## src/rtl/mux_arb_pkg.sv

```systemverilog
`default_nettype none
// ============================================================================
//  Module      : mux_arb_pkg
//  Description : Shared constants and helpers for the N-to-1 arbitrated mux.
//                - MODE_FIXED / MODE_RR : values of the mode input
//                - onehot_to_index      : OR-based one-hot to binary encoder
//  Revision    : 1.0 - initial release
// ============================================================================
package mux_arb_pkg;

    // Mode input encoding
    localparam logic MODE_FIXED = 1'b0;
    localparam logic MODE_RR    = 1'b1;

    // The encoder works on a fixed-width vector. Callers zero-pad their
    // grant vector up to ONEHOT_MAX_W and keep the low index bits.
    // Channel counts up to 128 are supported (index fits in 7 bits, which
    // leaves at least one upper bit for callers to discard).
    localparam int ONEHOT_MAX_W = 256;
    localparam int ONEHOT_IDX_W = 8;

    // Priority-free encoder: every set bit ORs its index into the result.
    // With a one-hot (or all-zero) input this yields the bit position
    // (or zero); no priority chain is built.
    function automatic logic [ONEHOT_IDX_W-1:0] onehot_to_index(
        input logic [ONEHOT_MAX_W-1:0] onehot
    );
        logic [ONEHOT_IDX_W-1:0] idx;
        idx = '0;
        for (int i = 0; i < ONEHOT_MAX_W; i++) begin
            if (onehot[i]) begin
                idx = idx | ONEHOT_IDX_W'(i);
            end
        end
        return idx;
    endfunction

endpackage : mux_arb_pkg
`default_nettype wire

```

## src/rtl/rr_arbiter.sv

```systemverilog
`default_nettype none
// ============================================================================
//  Module      : rr_arbiter
//  Description : Fair round-robin arbiter with a registered priority pointer.
//                The request vector is rotated so the pointer position sits
//                at bit 0, the lowest set bit is isolated, and the result is
//                rotated back. On each advance strobe the pointer moves to
//                one past the granted channel, wrapping at NUM_CH.
//  Ports       : clk     - clock, rising edge
//                rst     - synchronous active-high reset (pointer -> 0)
//                req     - per-channel request
//                advance - a grant from this arbiter was consumed this cycle
//                grant   - one-hot grant (combinational), zero if no request
//                ptr     - current highest-priority channel index
//  Revision    : 1.0 - initial release
// ============================================================================
module rr_arbiter
    import mux_arb_pkg::*;
#(
    parameter  int NUM_CH = 4,
    localparam int SEL_W  = $clog2(NUM_CH)
) (
    input  logic              clk,
    input  logic              rst,
    input  logic [NUM_CH-1:0] req,
    input  logic              advance,
    output logic [NUM_CH-1:0] grant,
    output logic [SEL_W-1:0]  ptr
);

    localparam logic [SEL_W-1:0] c_last_ch = SEL_W'(NUM_CH - 1);

    logic [SEL_W-1:0]        r_ptr;
    logic [NUM_CH-1:0]       w_rot_req;
    logic [NUM_CH-1:0]       w_rot_grant;
    logic [ONEHOT_IDX_W-1:0] w_idx_full;
    logic [SEL_W-1:0]        w_idx;
    logic                    w_unused_idx_hi;

    // Rotate right by the pointer: bit j of the rotated vector is
    // req[(j + ptr) mod NUM_CH], so the search starts at the pointer.
    assign w_rot_req = NUM_CH'({req, req} >> r_ptr);

    // Isolate the lowest set bit (two's-complement trick).
    assign w_rot_grant = w_rot_req & (~w_rot_req + NUM_CH'(1));

    // Rotate back: the upper half of the doubled, left-shifted vector holds
    // the grant in original channel numbering.
    assign grant = NUM_CH'(({w_rot_grant, w_rot_grant} << r_ptr) >> NUM_CH);

    assign w_idx_full      = onehot_to_index({{(ONEHOT_MAX_W-NUM_CH){1'b0}}, grant});
    assign w_idx           = w_idx_full[SEL_W-1:0];
    assign w_unused_idx_hi = ^w_idx_full[ONEHOT_IDX_W-1:SEL_W];

    // Pointer moves one past the winner; explicit wrap keeps non-power-of-two
    // channel counts inside the legal index range.
    always_ff @(posedge clk) begin
        if (rst) begin
            r_ptr <= '0;
        end else if (advance && (|grant)) begin
            if (w_idx == c_last_ch) begin
                r_ptr <= '0;
            end else begin
                r_ptr <= w_idx + SEL_W'(1);
            end
        end
    end

    assign ptr = r_ptr;

endmodule : rr_arbiter
`default_nettype wire

```

## src/rtl/mux_arb_nx1.sv

```systemverilog
`default_nettype none
// ============================================================================
//  Module      : mux_arb_nx1
//  Description : N-to-1 stream multiplexer with a single registered output
//                stage and valid/ready handshakes on every channel.
//                mode = 0 : the channel named by sel is forwarded.
//                mode = 1 : a round-robin arbiter picks among valid channels.
//                The output register accepts a new word when empty or when
//                its current word drains in the same cycle (1 word/cycle).
//  Ports       : clk, rst   - clock / synchronous active-high reset
//                mode, sel  - channel selection control
//                in_data    - channel i at bits [i*WIDTH +: WIDTH]
//                in_valid   - per-channel valid
//                in_ready   - per-channel ready (combinational)
//                out_data   - registered output word
//                out_ch     - channel that supplied out_data
//                out_valid  - output word valid
//                out_ready  - consumer accepts out_data
//  Revision    : 1.0 - initial release
// ============================================================================
module mux_arb_nx1
    import mux_arb_pkg::*;
#(
    parameter  int WIDTH  = 8,
    parameter  int NUM_CH = 4,
    localparam int SEL_W  = $clog2(NUM_CH)
) (
    input  logic                    clk,
    input  logic                    rst,
    input  logic                    mode,
    input  logic [SEL_W-1:0]        sel,
    input  logic [NUM_CH*WIDTH-1:0] in_data,
    input  logic [NUM_CH-1:0]       in_valid,
    output logic [NUM_CH-1:0]       in_ready,
    output logic [WIDTH-1:0]        out_data,
    output logic [SEL_W-1:0]        out_ch,
    output logic                    out_valid,
    input  logic                    out_ready
);

    logic [NUM_CH-1:0]       w_fix_grant;
    logic [NUM_CH-1:0]       w_rr_grant;
    logic [NUM_CH-1:0]       w_grant;
    logic                    w_load;
    logic                    w_xfer;
    logic                    w_rr_advance;
    logic [WIDTH-1:0]        w_mux_data;
    logic [ONEHOT_IDX_W-1:0] w_grant_idx_full;
    logic [SEL_W-1:0]        w_grant_idx;
    logic                    w_unused_idx_hi;
    logic [SEL_W-1:0]        w_unused_rr_ptr;

    logic [WIDTH-1:0]        r_out_data;
    logic [SEL_W-1:0]        r_out_ch;
    logic                    r_out_valid;

    // ------------------------------------------------------------------
    // Fixed-select path. A sel value with no matching channel (possible
    // when NUM_CH is not a power of two) matches no bit and grants nothing.
    // ------------------------------------------------------------------
    for (genvar gi = 0; gi < NUM_CH; gi++) begin : g_fix_grant
        assign w_fix_grant[gi] = in_valid[gi] && (sel == SEL_W'(gi));
    end

    // ------------------------------------------------------------------
    // Round-robin path. The pointer only moves when the arbiter's grant
    // is actually consumed, so fixed-mode traffic leaves it untouched.
    // ------------------------------------------------------------------
    assign w_rr_advance = w_xfer && (mode == MODE_RR);

    rr_arbiter #(
        .NUM_CH (NUM_CH)
    ) u_rr_arbiter (
        .clk     (clk),
        .rst     (rst),
        .req     (in_valid),
        .advance (w_rr_advance),
        .grant   (w_rr_grant),
        .ptr     (w_unused_rr_ptr)
    );

    // Mode mux: mode/sel only steer the grant for the next load, never the
    // word already held in the output register.
    assign w_grant = (mode == MODE_RR) ? w_rr_grant : w_fix_grant;

    // ------------------------------------------------------------------
    // Handshake: the stage can take a word when empty or draining.
    // ------------------------------------------------------------------
    assign w_load   = !r_out_valid || out_ready;
    assign in_ready = (w_load && !rst) ? w_grant : '0;
    // Every grant bit already implies the matching in_valid.
    assign w_xfer   = |in_ready;

    // AND-OR data mux driven by the one-hot grant.
    always_comb begin
        w_mux_data = '0;
        for (int i = 0; i < NUM_CH; i++) begin
            if (w_grant[i]) begin
                w_mux_data = w_mux_data | in_data[i*WIDTH +: WIDTH];
            end
        end
    end

    assign w_grant_idx_full = onehot_to_index({{(ONEHOT_MAX_W-NUM_CH){1'b0}}, w_grant});
    assign w_grant_idx      = w_grant_idx_full[SEL_W-1:0];
    assign w_unused_idx_hi  = ^w_grant_idx_full[ONEHOT_IDX_W-1:SEL_W];

    // ------------------------------------------------------------------
    // Output register. Reset discards any held word outright; in_ready is
    // forced low during reset, so nothing is accepted in that cycle either.
    // ------------------------------------------------------------------
    always_ff @(posedge clk) begin
        if (rst) begin
            r_out_valid <= 1'b0;
            r_out_data  <= '0;
            r_out_ch    <= '0;
        end else if (w_load) begin
            r_out_valid <= w_xfer;
            if (w_xfer) begin
                r_out_data <= w_mux_data;
                r_out_ch   <= w_grant_idx;
            end
        end
    end

    assign out_data  = r_out_data;
    assign out_ch    = r_out_ch;
    assign out_valid = r_out_valid;

endmodule : mux_arb_nx1
`default_nettype wire

```

## config.mk

```make
export PLATFORM = sky130hd
export DESIGN_NAME = mux_arb_nx1
export DESIGN_NICKNAME = d
export VERILOG_FILES = /design/src/rtl/mux_arb_pkg.sv /design/src/rtl/rr_arbiter.sv /design/src/rtl/mux_arb_nx1.sv
export SDC_FILE = /design/constraint.sdc
export NUM_CORES = 1
export LEC_CHECK = 0
export ABC_AREA = 1
export CORE_MARGIN = 5
export CORE_UTILIZATION = 40
export DETAILED_ROUTE_END_ITERATION = 7
export GPL_TIMING_DRIVEN = 0
export PLACE_DENSITY_LB_ADDON = 0.25
export REMOVE_ABC_BUFFERS = 1
export SETUP_SLACK_MARGIN = 0.02
export SKIP_LAST_GASP = 1
export SYNTH_ARGS = -nofsm -noshare
export SYNTH_HDL_FRONTEND = slang
export SYNTH_SLANG_ARGS = --single-unit
```

## constraint.sdc

```tcl
create_clock -name clk -period 2.5 [get_ports clk]
set_input_delay 0.25 -clock clk [delete_from_list [all_inputs] [get_ports clk]]
set_output_delay 0.25 -clock clk [all_outputs]
set_load 0.05 [all_outputs]
```

# Word-level counts from Yosys, hierarchy flattened
# Index checks and enable logic that the tools add are counted.
[word_totals] input_bits=42 reg_bits=13 output_inout_bits=15
[op_classes] n_reduce_logical=14 muxes=13 n_shift=2 eq_ne=4 add_sub_neg=2 bitwise=5
[op_table] operator="2-to-1 mux 8 bit" count=4
[op_table] operator="OR 8 bit" count=3
[op_table] operator="2-to-1 mux 2 bit" count=5
[op_table] operator="2-to-1 mux 4 bit" count=2
[op_table] operator="OR reduction 4 bit" count=2
[op_table] operator="left shift 8 x 2 -> 8 bit" count=1
[op_table] operator=">> shifter 8 x 2 -> 4 bit" count=1
[op_table] operator="logical AND 1 bit" count=7
[op_table] operator="equality test 2 bit, second input constant" count=3
[op_table] operator="adder 4 x 1 -> 4 bit, second input constant" count=1
[op_table] operator="bitwise AND 4 bit" count=1
[op_table] operator="NOT 4 bit" count=1
[op_table] operator="adder 2 x 1 -> 2 bit, second input constant" count=1
[op_table] operator="equality test 2 x 1 -> 1 bit, second input constant" count=1
[op_table] operator="zero test 1 bit" count=2
[op_table] operator="zero test 2 bit" count=1
[op_table] operator="2-to-1 mux 1 bit" count=2
[op_table] operator="AND reduction 2 bit" count=1
[op_table] operator="logical OR 1 bit" count=1

# Depth between registers and ports, before layout
# Gate-level depths: netlist (run 1).
[logic_depth] ltp_word=13 depth_mapped=19 mapped_depth_nobuf=18

# By module
# From an unflattened synthesis (run 1), not the netlist that was laid out.
[hier_totals] hier_cells=213 hier_area_um2=1216.2
[by_module_without_submodules] module="mux_arb_nx1" cells_per_inst=142 area_per_inst_um2=787.0 seq_area_each_um2=220.2 instances=1
[by_module_without_submodules] module="rr_arbiter" cells_per_inst=71 area_per_inst_um2=429.2 seq_area_each_um2=40.0 instances=1

# Worst setup path before layout (run 1)
# OpenSTA, ideal clock, no wires.
[synth_timing] path_kind="reg2out" from="register u_rr_arbiter.r_ptr[0] (netlist: u_rr_arbiter.ptr[0])" to="output port in_ready[3]" path_stages_with_launch=14 n_path_buf=1 t_arrival_ns=1.671 setup_slack_ns=0.579 cell_sequence="dfxtp_1 > buf_6 > inv_6 > nand2_2 > nand3_2 > nand2_4 > nand2_4 > nor2_1 > nand2_2 > nand3_2 > nand3_2 > nand2_2 > nand2_1 > inv_1"
[synth_via] elab_chain_cells=7
[synth_lines] element="start, declared" line="rr_arbiter.sv:33" text="logic [SEL_W-1:0] r_ptr;"
[synth_lines] element="start signal, assigned" line="rr_arbiter.sv:64" text="r_ptr <= w_idx + SEL_W'(1);"
[synth_lines] element=">> shifter 8 x 2 -> 4 bit" line="rr_arbiter.sv:42" text="assign w_rot_req = NUM_CH'({req, req} >> r_ptr);"
[synth_lines] element="NOT 4 bit" line="rr_arbiter.sv:45" text="assign w_rot_grant = w_rot_req & (~w_rot_req + NUM_CH'(1));"
[synth_lines] element="adder 4 x 1 -> 4 bit" line="rr_arbiter.sv:45"
[synth_lines] element="bitwise AND 4 bit" line="rr_arbiter.sv:45"
[synth_lines] element="left shift 8 x 2 -> 8 bit *" line="rr_arbiter.sv:49" text="assign grant = NUM_CH'(({w_rot_grant, w_rot_grant} << r_ptr) >> NUM_CH);"
[synth_lines] element="2-to-1 mux 4 bit *" line="mux_arb_nx1.sv:84" text="assign w_grant = (mode == MODE_RR) ? w_rr_grant : w_fix_grant;"
[synth_lines] element="2-to-1 mux 4 bit *" line="mux_arb_nx1.sv:90" text="assign in_ready = (w_load && !rst) ? w_grant : '0;"
[synth_lines] element="end, declared" line="mux_arb_nx1.sv:34" text="output logic [NUM_CH-1:0] in_ready,"
# Mark *: on every way between the ends. The rest lies on a longest branch, timed or not.

# Worst setup path after layout (run 1)
[layout_timing] from="register u_rr_arbiter.r_ptr[1] (netlist: u_rr_arbiter.ptr[1])" to="output port in_ready[3]"
# Same word-level chain as after synthesis.

==> results of run 1 <==
==> flip-flops by register name, summed over array words and instances, names as in the netlist <==
signal and count:
out_data 8, u_rr_arbiter.ptr 2, out_ch 2, out_valid 1
==> cells in the final DEF (no fill, tap or decap), drive strengths merged <==
cell type and count:
dlymetal6s2s 1, dfxtp 13, o21ai 12, inv 16, nand2 68, nand4 12, clkbuf 6, clkdlybuf4s50 51
nor2 25, nand3 33, buf 2, a21oi 5, a21boi 1
==> final timing paths <==
path / start / end / slack, ns / cells past startpoint
worst max-delay path: u_rr_arbiter.ptr[1] / in_ready[3] / 0.16 / 12
worst min register to register: out_ch[0] / out_ch[0] / 0.49 / 2
worst max register to register: u_rr_arbiter.ptr[1] / out_data[0] / 0.30 / 13
worst min-delay path: out_ch[0] / out_ch[0] / 0.49 / 2
==> cells by family after synthesis <==
logic type | after synthesis
simple gates | 138
buf+inv | 21
compound gates | 18
flops | 13
==> per-layer routing <==
| metal | vias up | GRT usage (%) | share of wire, % |
|---|---|---|---|
| li1 | 737 | - | - |
| met1 | 614 | 18.5 | 41 |
| met2 | 46 | 30.2 | 48 |
| met3 | 2 | 6.48 | 10 |
| met4 | 0 | 3.90 | 0.85 |
| met5 | - | 0 | 0 |
==> power groups by stage <==
stage | registers (W) | clock network [W] | logic, W
finish | 0.000312 | 0.000131 | 0.000887
global route | 0.000320 | 0.000143 | 0.000976
CTS | 0.000309 | 0.000133 | 0.000885
detailed placement | 0.000311 | 0 | 0.000890
global placement | 0.000311 | 0 | 0.000879
floorplan | 0.000467 | 0 | 0.000452
==> worst max-delay path, cell delays in order, from the launching register on <==
cell and delay [ns]:
dfxtp_4 0.40, inv_2 0.18, nand3_2 0.14, nand2_4 0.11
nand2_4 0.08, nor2_1 0.13, nand2_2 0.07, nand3_2 0.07
nand3_2 0.09, nand2_4 0.14, nand2_1 0.12, inv_1 0.08
buf_4 0.19
==> area by class of cell <==
cell class / count / share of cell area, %
clock buffers: 4 / 1.49
inverters: 16 / 3.69
multi-input cells: 156 / 46.2
flip-flops and latches: 13 / 15.2
well taps: 31 / 2.20
repair buffers: 56 / 31.2
==> per-stage QoR <==
| stage | hold slack (ns) | cells | area (um^2) | worst slack [ns] | util, % |
|---|---|---|---|---|---|
| CTS | 0.495 | 276 | 1740 | 0.0327 | 62.7 |
| global route | 0.528 | 276 | 1760 | 0.0205 | 63.4 |
| detailed placement | 0.477 | 272 | 1730 | -0.506 | 62.1 |
| floorplan | 0.319 | 185 | 1130 | 0.457 | - |
| finish | 0.486 | 276 | 1760 | 0.161 | 63.4 |
| global placement | 0.469 | 272 | 1730 | -0.464 | 62.1 |
==> repair_timing <==
| action | 4_1_cts | 5_1_grt |
|---|---|---|
| setup buffers | 0 | 0 |
| endpoints found under the setup margin | 4 | 7 |
| resized for setup | 20 | 12 |
| pin swaps | 0 | 0 |
==> out/qor.csv, run 1 <==
metric;value;unit
synth_seq_cells;13;
track_usage;16.8;%
viasPerCell;5.07;
p_per_area;754;nW/um^2
wl;3430;um
avgRoutedWirePerCell;12.4;um
die-area;4100;um^2
ys_async_sr_fraction;0;%
syn_inst;190;
fillers;270;
grt_pass1_wl;5710;um
grt_setup_unrepaired;yes;
grt.overflow.total;0;
ys_types;21;
drc;0;
setup_viol;0;
holdBufCountCts;0;
timing.final.crit_period;2.34;ns
cts_sinks;13;
seq_power_share;23.4;%
ys_warn_count;0;
multi_input_area;816;um^2
grt_pass1_vias;1355;
synth.avg_cell_area;6.15;um^2
cp_data_arrival_time;2.09;ns
place_congestion;0.845;
pwr-share-clk;9.9;%
layout.nets;288;
drive_gt1_share;16.7;%
muxShareOfSynthArea;0;%
cap_violations;0;
dp_hpwl;2790;um
start_util;42.0;%
port_buffers;56;
synth_top_area_cell;dfxtp_1;
total_power;0.00133;W
max_freq;428;MHz
finalClockSkew;0.00449;ns
synth-seq-area-share;22.3;%
antenna_cells;0;
ctsLongestPathBuffers;2;
cp-end-kind;output port;
drt_iter0_drc;91;
combinationalPowerShare;66.7;%
clock-root-buffer;clkbuf_4;
cts_buffers;3;
synth_top_family_by_area;simple AND/OR/NAND/NOR gates;
cts_max_level;1;
timing.final.crit_share;93.5;%
internal-power;0.000636;W
p_sw_share;52.1;%
p_leak;0.808;nW
synthTopCellsByArea;dfxtp_1 22%, nand2_1 18%, nand3_1 10%;
tritoncts;done;
clk_pin_slew_worst_paths;0.08;ns
power.switching;0.000693;W
timing.final.hold_violations;0;
ios;57;
antenna_found_initial;0;
antenna_left;0;
crit_type;reg -> out;
relSlewSlack;65.0;%
num_vias;1399;
cp_max_fo;11;
ys.flop_type;dfxtp_1;
start_kind;flop;
maxSlewViolCount;0;
synthDominantCellAreaShare;22.3;%
first_pass_iters;4;
setup_tns;0;ns
ir_drop;0.000724;V
die_w;64.1;um
grt_max_degree;13;
synth-compound-area-share;8.24;%
hold_path_class;reg -> reg;
tightest_slew;0.523;ns
status;complete, no violations;
area_growth;51.0;%
core_region_area;2780;um^2
synthSimpleGateAreaFrac;60.5;%
regArea;268;um^2
required;2.25;ns
synth_most_common_cell;nand2_1;
die-height;64.1;um
synthAdderAreaFrac;0;%
synth_edf_count;0;
synth_common_cells;55 x nand2_1, 24 x nand3_1, 23 x nor2_1, 13 x dfxtp_1;
syn-cell-area;1170;um^2
insertion_delay;0.28;ns
num_rows;19;
synth_xor_area_share;0;%
Note: power is estimated with default switching activity, not from simulation.
==> inputs of run 2 (changes only) <==
PLACE_DENSITY = 0.79   (was not set)
PLACE_DENSITY_LB_ADDON = not set   (was 0.25)
SLEW_MARGIN = 0   (was not set)
clock period = 2.9 ns   (was 2.5 ns; I/O delays follow)
==> out/qor.csv, run 2 (same netlist as run 1, synthesis figures left out) <==
metric;value;unit;change
reg2regPathDepth;17;;+4
relSlewSlack;64.2;%;-0.79 points
port_buffers;56;;unchanged
cp_data_arrival_time;2.57;ns;+0.48 ns
drive_gt1_share;15.1;%;-1.6 points
largest_reg_flops;8;;unchanged
timing.final.hold_violations;0;;unchanged
die-area;4100;um^2;unchanged
wl;3400;um;-0.93%
die-height;64.1;um;unchanged
required;2.61;ns;+0.36 ns
area_growth;48.9;%;
grt.overflow.total;0;;unchanged
drc;0;;unchanged
num_rows;19;;unchanged
tritoncts;done;;
start_kind;flop;;
finalClockSkew;0.00322;ns;-0.00127 ns
ios;57;;unchanged
layout.nets;288;;unchanged
final_cell_mix;55 x nand2_1, 52 x clkdlybuf4s50_1, 24 x nand3_1;;
grt_max_degree;13;;unchanged
cp-end-kind;output port;;
max_stage_delay;0.58;ns;+0.18 ns
insertion_delay;0.28;ns;about the same
cts_sinks;13;;unchanged
crit_start;u_rr_arbiter.ptr[0];;
dp_hpwl;2760;um;-1.1%
clock-root-buffer;clkbuf_4;;
antenna_cells;0;;unchanged
worstPathCellList;inv_6, nand2_2, nand3_2, nand2_4, nand2_4, nor2_1, nand2_2, nand3_2, nand3_2, nand2_2, nand2_1, inv_1, clkdlybuf4s15_1;;
cts_max_level;1;;unchanged
place_congestion;0.859;;+1.6%
cp_slowest_cell;dfxtp_1;;
setup.worst_path.end;in_ready[3];;
r2r-start;u_rr_arbiter.ptr[0];;
crit_type;reg -> out;;
reg2reg_slack;0.52;ns;+0.22 ns
start_util;42.0;%;unchanged
antenna_left;0;;unchanged
timing.final.crit_share;98.7;%;
design_area;1740;um^2;-1.3%
tightest_slew;0.535;ns;+0.0118 ns
status;complete, no violations;;
clk_pin_slew_worst_paths;0.09;ns;about the same
p_per_area;652;nW/um^2;-13%
maxSlewViolCount;0;;unchanged
path_buf_inv;3;;unchanged
worst_path_dominant_cell_family;simple AND/OR/NAND/NOR gates;;
drt_iter0_drc;135;;+48%
setup_tns;0;ns;unchanged
ir_drop;0.000518;V;-28%
first_pass_iters;4;;unchanged
dp.cells;272;;unchanged
grt_pass1_wl;5870;um;+2.8%
cts_buffers;3;;unchanged
hold_path_class;reg -> reg;;
p_leak;0.793;nW;-1.9%
core_region_area;2780;um^2;unchanged
grt_setup_unrepaired;yes;;
grt_pass1_vias;1384;;+2.1%
antenna_found_initial;0;;unchanged
layoutNonFillerInstCount;276;;unchanged
die_w;64.1;um;unchanged
num_vias;1415;;+1.1%
fin_util;62.6;%;-0.85 points
timing.final.crit_period;2.86;ns;
avgRoutedWirePerCell;12.3;um;-0.93%
placed_area;1730;um^2;unchanged
setup_viol;0;;unchanged
cap_violations;0;;unchanged
regToRegEndpoint;u_rr_arbiter.ptr[1];;
cp_max_fo;9;;-2
cp_num_cells;13;;+1
holdBufCountCts;0;;unchanged
viasPerCell;5.13;;+1.1%
mostFrequentLayoutCell;nand2_1;;
max_freq;349;MHz;
ctsLongestPathBuffers;2;;unchanged
track_usage;17.3;%;+0.51 points
run 2: per-stage QoR:
stage                     power, W  setup WS [ns]  hold slack, ns
after floorplan           0.000792          0.817           0.359
after global placement     0.00102         -0.146           0.467
after detailed placement   0.00103         -0.165           0.483
after CTS                  0.00114        -0.0419           0.498
after global routing       0.00124         -0.177           0.514
final                      0.00114         0.0368           0.494
run 2: report_power, final:
group	internal, W	leakage (nW)	switching [W]
clock network	0.0000533	0.0150	0.0000623
logic	0.000263	0.670	0.000493
registers	0.000225	0.108	0.0000383
total	0.000541	0.793	0.000594
run 2: how the worst min path moves through the flow:
stage / startpoint / end / slack, ns / depth (start not counted)
final: out_ch[0] / out_ch[0] / 0.49 / 2
after global routing: out_ch[0] / out_ch[0] / 0.51 / 2
after CTS: out_ch[0] / out_ch[0] / 0.50 / 2
after detailed placement: out_ch[0] / out_ch[0] / 0.48 / 2
after global placement: out_ch[0] / out_ch[0] / 0.47 / 2
after floorplan: rst / out_valid / 0.36 / 1
run 2: final cells by class:
type	instances	area, um^2
Fill cell	256	1040
Multi-Input combinational cell	156	803
Timing Repair Buffer	56	546
Sequential cell	13	262
Inverter	16	65.1
Tap cell	31	38.8
Clock buffer	4	26.3
run 2: tightest hold or removal path: cells and delay by family (launching register included):
kind	cells	cell delay, ns
flops	1	0.32
simple gates	2	0.14
run 2: layer usage:
metal | up-vias | global-route usage [%] | share of wire (%)
met5 | - | 0 | 0
met4 | 0 | 2.34 | 0.32
met3 | 2 | 8.06 | 11
met2 | 38 | 32.0 | 50
met1 | 633 | 18.1 | 39
li1 | 742 | - | -
run 2: what timing repair did:
action	in CTS	in global routing
buffers inserted	0	0
setup endpoints to repair	4	4
resized for setup	5	7
